===== src/rtl/mmio_router.sv =====
// ============================================================================
// Module   : mmio_router
// Purpose  : Memory-mapped I/O request router. It takes one master request at
//            a time and decodes its address against NCH base/mask regions.
//            The request is forwarded to the lowest-index matching slave
//            channel, and the router waits for that slave's srdy pulse. It
//            then returns the read data with a one-cycle ready pulse.
//            Unmapped accesses complete with ERR_DATA and a fault pulse.
// Option   : MMIO_TIMEOUT_EN - when defined, a REQ-state watchdog aborts a
//            slave that has not answered within TIMEOUT cycles. The abort
//            completes as an error.
// Ports    : clk, reset         clock (rising edge), async active-high reset
//            valid/ready        master request / one-cycle completion pulse
//            addr, dtw, rw      master address, write data, direction (1=wr)
//            dtr, fault         read data and error flag, valid with ready
//            sval[NCH]          per-channel slave request (one-hot or zero)
//            srdy[NCH]          per-channel slave completion pulse
//            saddr, sdtw, srw   shared slave address, write data, direction
//            sdtr[NCH*32]       per-channel slave read data, valid with srdy
// Revision : 1.0 - initial release
// ============================================================================
`default_nettype none

module mmio_router #(
  parameter int unsigned         NCH        = 2,
  parameter logic [NCH*32-1:0]   BASES      = {32'h8000_0000, 32'h0000_0000},
  parameter logic [NCH*32-1:0]   MASKS      = {32'hF000_0000, 32'hF000_0000},
  parameter bit                  STRIP_BASE = 1'b1,
  parameter logic [31:0]         ERR_DATA   = 32'hDEAD_BEEF,
  parameter int unsigned         TIMEOUT    = 16
) (
  input  logic              clk,
  input  logic              reset,
  input  logic              valid,
  output logic              ready,
  input  logic [31:0]       addr,
  input  logic [31:0]       dtw,
  output logic [31:0]       dtr,
  input  logic              rw,
  output logic              fault,
  output logic [NCH-1:0]    sval,
  input  logic [NCH-1:0]    srdy,
  output logic [31:0]       saddr,
  output logic [31:0]       sdtw,
  input  logic [NCH*32-1:0] sdtr,
  output logic              srw
);

  localparam int unsigned SELW = (NCH > 1) ? $clog2(NCH) : 1;

  // Elaboration-time sanity check on the configuration.
  if (NCH < 1 || NCH > 8 || TIMEOUT < 1) begin : g_bad_param
    $error("mmio_router: NCH must be 1..8 and TIMEOUT must be >= 1");
  end

  typedef enum logic [1:0] {
    IDLE = 2'd0,
    REQ  = 2'd1,
    ERR  = 2'd2,
    RESP = 2'd3
  } state_t;

  state_t            state_q, state_d;
  logic [SELW-1:0]   sel_q, sel_d;
  logic [NCH-1:0]    sval_q, sval_d;
  logic [31:0]       saddr_q, saddr_d;
  logic [31:0]       sdtw_q, sdtw_d;
  logic              srw_q, srw_d;
  logic [31:0]       dtr_q, dtr_d;

`ifdef MMIO_TIMEOUT_EN
  localparam int unsigned TW = $clog2(TIMEOUT + 1);
  logic [TW-1:0]     tmo_q, tmo_d;
`endif

  // Address decode. Scanning from the top index down lets the lowest
  // matching channel overwrite the others, so overlapping regions resolve
  // to a single winner.
  logic              hit;
  logic [SELW-1:0]   hit_idx;
  logic [31:0]       hit_mask;

  always_comb begin
    hit     = 1'b0;
    hit_idx = '0;
    for (int i = int'(NCH) - 1; i >= 0; i--) begin
      if ((addr & MASKS[32*i +: 32]) == (BASES[32*i +: 32] & MASKS[32*i +: 32])) begin
        hit     = 1'b1;
        hit_idx = SELW'(i);
      end
    end
    hit_mask = MASKS[32*hit_idx +: 32];
  end

  // Next-state and datapath logic.
  always_comb begin
    state_d = state_q;
    sel_d   = sel_q;
    sval_d  = sval_q;
    saddr_d = saddr_q;
    sdtw_d  = sdtw_q;
    srw_d   = srw_q;
    dtr_d   = dtr_q;
`ifdef MMIO_TIMEOUT_EN
    tmo_d   = tmo_q;
`endif
    case (state_q)
      IDLE: begin
        if (valid) begin
          if (hit) begin
            state_d = REQ;
            sel_d   = hit_idx;
            saddr_d = STRIP_BASE ? (addr & ~hit_mask) : addr;
            sdtw_d  = dtw;
            srw_d   = rw;
            for (int i = 0; i < int'(NCH); i++) begin
              sval_d[i] = (SELW'(i) == hit_idx);
            end
`ifdef MMIO_TIMEOUT_EN
            tmo_d   = '0;
`endif
          end else begin
            state_d = ERR;
            dtr_d   = ERR_DATA;
          end
        end
      end
      REQ: begin
        // Only the selected channel's srdy matters; a success on the same
        // edge the watchdog would expire takes priority over the timeout.
        if (srdy[sel_q]) begin
          state_d = RESP;
          sval_d  = '0;
          dtr_d   = srw_q ? 32'h0 : sdtr[32*sel_q +: 32];
        end
`ifdef MMIO_TIMEOUT_EN
        else if (tmo_q == TW'(TIMEOUT - 1)) begin
          state_d = ERR;
          sval_d  = '0;
          dtr_d   = ERR_DATA;
        end else begin
          tmo_d   = tmo_q + 1'b1;
        end
`endif
      end
      RESP:    state_d = IDLE;
      ERR:     state_d = IDLE;
      default: state_d = IDLE;
    endcase
  end

  always_ff @(posedge clk or posedge reset) begin
    if (reset) begin
      state_q <= IDLE;
      sel_q   <= '0;
      sval_q  <= '0;
      saddr_q <= '0;
      sdtw_q  <= '0;
      srw_q   <= 1'b0;
      dtr_q   <= '0;
`ifdef MMIO_TIMEOUT_EN
      tmo_q   <= '0;
`endif
    end else begin
      state_q <= state_d;
      sel_q   <= sel_d;
      sval_q  <= sval_d;
      saddr_q <= saddr_d;
      sdtw_q  <= sdtw_d;
      srw_q   <= srw_d;
      dtr_q   <= dtr_d;
`ifdef MMIO_TIMEOUT_EN
      tmo_q   <= tmo_d;
`endif
    end
  end

  // ready/fault decode straight from the state register, so they fall
  // together with the state on an asynchronous reset.
  assign ready = (state_q == RESP) || (state_q == ERR);
  assign fault = (state_q == ERR);
  assign sval  = sval_q;
  assign saddr = saddr_q;
  assign sdtw  = sdtw_q;
  assign srw   = srw_q;
  assign dtr   = dtr_q;

endmodule

`default_nettype wire


===== config.mk =====
export PLATFORM = sky130hd
export DESIGN_NAME = mmio_router
export DESIGN_NICKNAME = d
export VERILOG_FILES = /design/src/rtl/mmio_router.sv
export SDC_FILE = /design/constraint.sdc
export NUM_CORES = 1
export LEC_CHECK = 0
export CORE_ASPECT_RATIO = 1.75
export CORE_UTILIZATION = 43
export DETAILED_ROUTE_END_ITERATION = 8
export HOLD_SLACK_MARGIN = 0.02
export PLACE_DENSITY_LB_ADDON = 0.25
export SLEW_MARGIN = 0
export SYNTH_ARGS = -nofsm -noshare
export SYNTH_HDL_FRONTEND = slang
export SYNTH_SLANG_ARGS = --single-unit

===== constraint.sdc =====
create_clock -name clk -period 6.9 [get_ports clk]
set_clock_uncertainty 0.15 [all_clocks]
set_input_delay 1.035 -clock clk [delete_from_list [all_inputs] [get_ports clk]]
set_output_delay 1.035 -clock clk [all_outputs]
set_load 0.03 [all_outputs]

**After elaboration in Yosys (flattened, before gate mapping)**

Index checks and enable logic that the tools add are counted.

- Word-level logic and storage cells: 48
- Register bits after elaboration: 102
- Output and inout port bits: 101
- Input bits: 134

- Bitwise logic cells: 3
- Reduce and logical (&&, ||, !) cells: 9
- Shifts and indexed selects: 2
- Muxes and demuxes: 18
- Equality and inequality tests: 8
- $lt $le $gt $ge: 1

Operator list:

| kind | number |
|---|---|
| 32-bit two-way mux | 4 |
| 32-bit one-hot mux with 2 select lines | 1 |
| 64-bit by 7-bit variable part select with 32-bit output | 1 |
| 64-bit by 7-bit variable part select with 32-bit output, first input constant | 1 |
| 32-bit AND | 1 |
| 32-bit logical NOT | 1 |
| 32-bit inverter | 1 |
| 2-bit two-way mux | 6 |
| 2-bit != test, second input constant | 4 |
| 4-bit AND reduction | 2 |
| 2-bit one-hot mux with 3 select lines | 1 |
| 1-bit two-way mux | 5 |
| 2-bit equality test, second input constant | 2 |
| 4-bit equality test, second input constant | 1 |
| 2-bit one-hot mux with 2 select lines | 1 |
| 3-bit AND reduction | 1 |
| 2-bit by 1-bit equality test with 1-bit output, second input constant | 1 |
| 2-bit logical NOT | 1 |
| 1-bit by 2-bit < comparator with 1-bit output, second input constant | 1 |
| 2-bit AND reduction | 1 |
| 2-bit nonzero test | 1 |
| 2-bit OR reduction | 1 |
| 1-bit logical OR | 1 |
| 1-bit inverter | 1 |

**Longest topological paths before layout**

- Word-level depth: 7
- Depth in mapped cells: 5
- Gate-level depth less buffers: 3

**Least setup slack after synthesis**

Ideal clock, no wire load.

- Path kind: input to register
- From: in addr[30]
- To: reg sdtw_q[17], in the netlist sdtw[17]
- Required time: 6.625 ns
- Path buffers: 2
- Arrival: 2.138 ns
- Cell stages on the path: 5
- Setup time: 0.125 ns
- Path slack: 4.488 ns
- Path through: nor3_2 -> and2_1 -> buf_6 -> buf_6 -> mux2_2

- Cells in the longest elaborated chain, start to end: 4
- Elaborated cells on any way between the ends: 5
- Classes of those cells: eq/ne: 1; mux: 2; reduce/logical: 2

RTL lines:

| item | RTL line | text |
|---|---|---|
| start, declared | 36 | `input logic [31:0] addr,` |
| 4-bit equality test | 87 | `if ((addr & MASKS[32*i +: 32]) == (BASES[32*i +: 32] & MASKS[32*i +: 32])) begin` |
| 1-bit two-way mux | 87 |  |
| 1-bit two-way mux * | 87 |  |
| 3-bit AND reduction (no line) * | - |  |
| end signal, assigned | 169 | `sdtw_q <= sdtw_d;` |
| end, declared | 67 | `logic [31:0] sdtw_q, sdtw_d;` |

Every way passes the cells marked *; elsewhere a longest branch is shown, timed or not.
A chain may end at the register's enable or synchronous reset.

**Worst setup path in the final report**

- From: reg srw_q, in the netlist srw
- To: out srw

RTL lines:

| item | RTL line | text |
|---|---|---|
| start, declared | 68 | `logic srw_q, srw_d;` |
| start signal, assigned | 170 | `srw_q <= srw_d;` |
| end, declared | 46 | `output logic srw` |

No word-level cell between the ends.

==> flow_summary.json <==
{
  "start_kind": "flop",
  "drive_gt1_share_pct": 18.7,
  "overflow": 0,
  "cp_max_fo": 27,
  "grt_pass1_wl_um": 17800,
  "clockRootBuffer": "clkbuf_16",
  "ys_types": 26,
  "die-area_mm2": 0.0107,
  "synth.top_cells.by_area": "dfrtp_1 (56%), mux2_2 (11%), mux2_4 (9.9%)",
  "maxCapViolations": 0,
  "critPathCaptureType": "primary output",
  "cp.arrival_ps": 1980,
  "clk_pin_slew_worst_paths_ps": 70,
  "syn_area_mm2": 0.00442,
  "io-pin-count": 235,
  "ir_drop_uv": 287,
  "fin_nets": 658,
  "rsz0062_at_grt": "false",
  "synth_top_cell_by_area": "dfrtp_1",
  "postRouteAntennaNets": 0,
  "fp.dieW_um": 78.6,
  "fin_ws_ps": 3730,
  "groute.usage.overall_pct": 21.9,
  "slew_viol_final": 0,
  "yosys_register_bits": 98,
  "synthCells": 301,
  "cts_tree": "yes",
  "critical_path_class": "reg2out",
  "diodes": 0,
  "cts_buffers": 9,
  "area_delta_synth_final_pct": 58.6,
  "clock_insertion_delay_worst_skew_ps": 340,
  "coreArea_mm2": 0.00991,
  "critPathSlowestCell": "dfrtp_1",
  "drt_iter0_drc": 115,
  "ys_seq_area_share_pct": 55.5,
  "worst_pin_slew_ps": 963,
  "cts_hold_buf": 0,
  "start_util_pct": 44.6,
  "crit_buf_inv": 1,
  "status": "finished, final reports clean",
  "vias": 3275,
  "cp_top_family": "flip-flops",
  "post-route-period-util_pct": 45.9,
  "wl_per_cell_um": 17.2,
  "portBuffers": 230,
  "min_path_type": "reg2reg",
  "stdcell_area_mm2": 0.00701,
  "cts_buffer_depth": 2,
  "hpwlAfterDp_um": 8420,
  "grt_pass1_vias": 3593,
  "place_area_mm2": 0.00673,
  "mostFrequentLayoutCell": "clkdlybuf4s50_1",
  "dp_slack_ps": 3410,
  "powerDensity_mw_per_mm2": 381,
  "firstDrtPassIters": 4,
  "tns_ps": 0,
  "final_cell_mix": "clkdlybuf4s50_1 (230), dfrtp_1 (97), mux2_2 (44)",
  "totalWireLength_um": 11200,
  "crit_chain": "clkdlybuf4s50_1",
  "yosysWarnings": 0,
  "ctsResizeCount": 0,
  "postCtsSetupBuffers": 0,
  "worstPathRequired_ps": 5710,
  "finalSetupViolations": 0,
  "avgViaCountPerCell": 5.01,
  "p_leak_nw": 2.90,
  "yosysTopAreaCellShare_pct": 55.5,
  "gp_congestion": 0.722,
  "slowest_delay_ps": 830,
  "h-tree-depth": 3,
  "fmax_mhz": 316,
  "finalHoldViolCount": 0,
  "drc": 0,
  "rows": 48,
  "avgSynthCellArea_um2": 14.7,
  "slew_headroom_pct": 35.8,
  "antenna_found_initial": 0,
  "die_y_um": 136,
  "cts.sinks": 98,
  "grt_max_degree": 66,
  "min_period_ps": 3170
}
[layer usage]
metal / part of all wire [%] / global-route usage [%] / wire length [um]
met5: 0 / 0 / 0
met4: 2.5 / 8.64 / 286
met3: 8.8 / 6.78 / 994
met2: 53 / 39.0 / 5910
met1: 36 / 23.7 / 4040
[final cells by class]
cell class / instances / area, um^2
clock buffer: 9 / 225
clock inverter: 7 / 52.6
fill: 732 / 2900
inverter: 3 / 13.8
multi-input combinational: 179 / 1780
sequential: 98 / 2450
tap: 125 / 156
timing repair buffer: 233 / 2320
[cells by family (layout without fill, tap and decap cells)]
| group | after synthesis | count (layout) | synth area share [%] |
|---|---|---|---|
| multiplexers | 126 | 126 | 33.7 |
| flip-flops | 98 | 98 | 55.5 |
| AO/OA/AOI/OAI | 29 | 29 | 3.68 |
| buffers and inverters | 27 | 252 | 4.48 |
| AND/OR/NAND/NOR | 20 | 20 | 2.58 |
| other | 1 | 4 | 0.0849 |
[worst paths after layout]
path | from | endpoint | slack, ps | cells past startpoint
hold / removal | sdtw[4] | sdtw[4] | 340 | 1
hold reg to reg | sdtw[4] | sdtw[4] | 340 | 1
min in group asynchronous | reset | sdtw[31] | 970 | 2
setup reg to reg | sel_q | dtr[4] | 3900 | 4
max in group asynchronous | reset | sel_q | 4550 | 3
setup / recovery | srw | srw | 3730 | 1
[synth_stat cells (all sizes together)]
master and number:
and2 1, and2b 1, buf 19, clkbuf 5
conb 1, dfrtp 98, inv 3, mux2 93
mux2i 33, nand2b 1, nand3 1, nand3b 1
nor2 9, nor2b 1, nor3 1, nor3b 1
o21ai 27, o22ai 1, o31ai 1, or2 1
or3b 2
[per-stage QoR]
| step | total power, mW | util [%] | instances | hold slack (ps) |
|---|---|---|---|---|
| after detailed placement | 2.22 | 67.9 | 638 | 329 |
| after CTS | 2.70 | 70.7 | 654 | 340 |
| after floorplan | 1.66 | - | 304 | 477 |
| after global placement | 2.19 | 67.9 | 638 | 316 |
| final | 2.67 | 70.7 | 654 | 341 |
| after global routing | 2.80 | 70.7 | 654 | 366 |
[sequential cells by signal, summed over array words and instances, names as in the netlist]
signal	flops
srw	1
dtr	32
sval	2
sel_q	1
state_q	2
sdtw	32
saddr	28
[power by group]
part	switching [mW]	internal (mW)	total, mW	leakage (nW)
clock network	0.221	0.247	0.468	0.130
registers	0.162	0.773	0.935	1.13
logic	0.648	0.621	1.27	1.64
No activity file was read; power rests on OpenSTA's default activity.
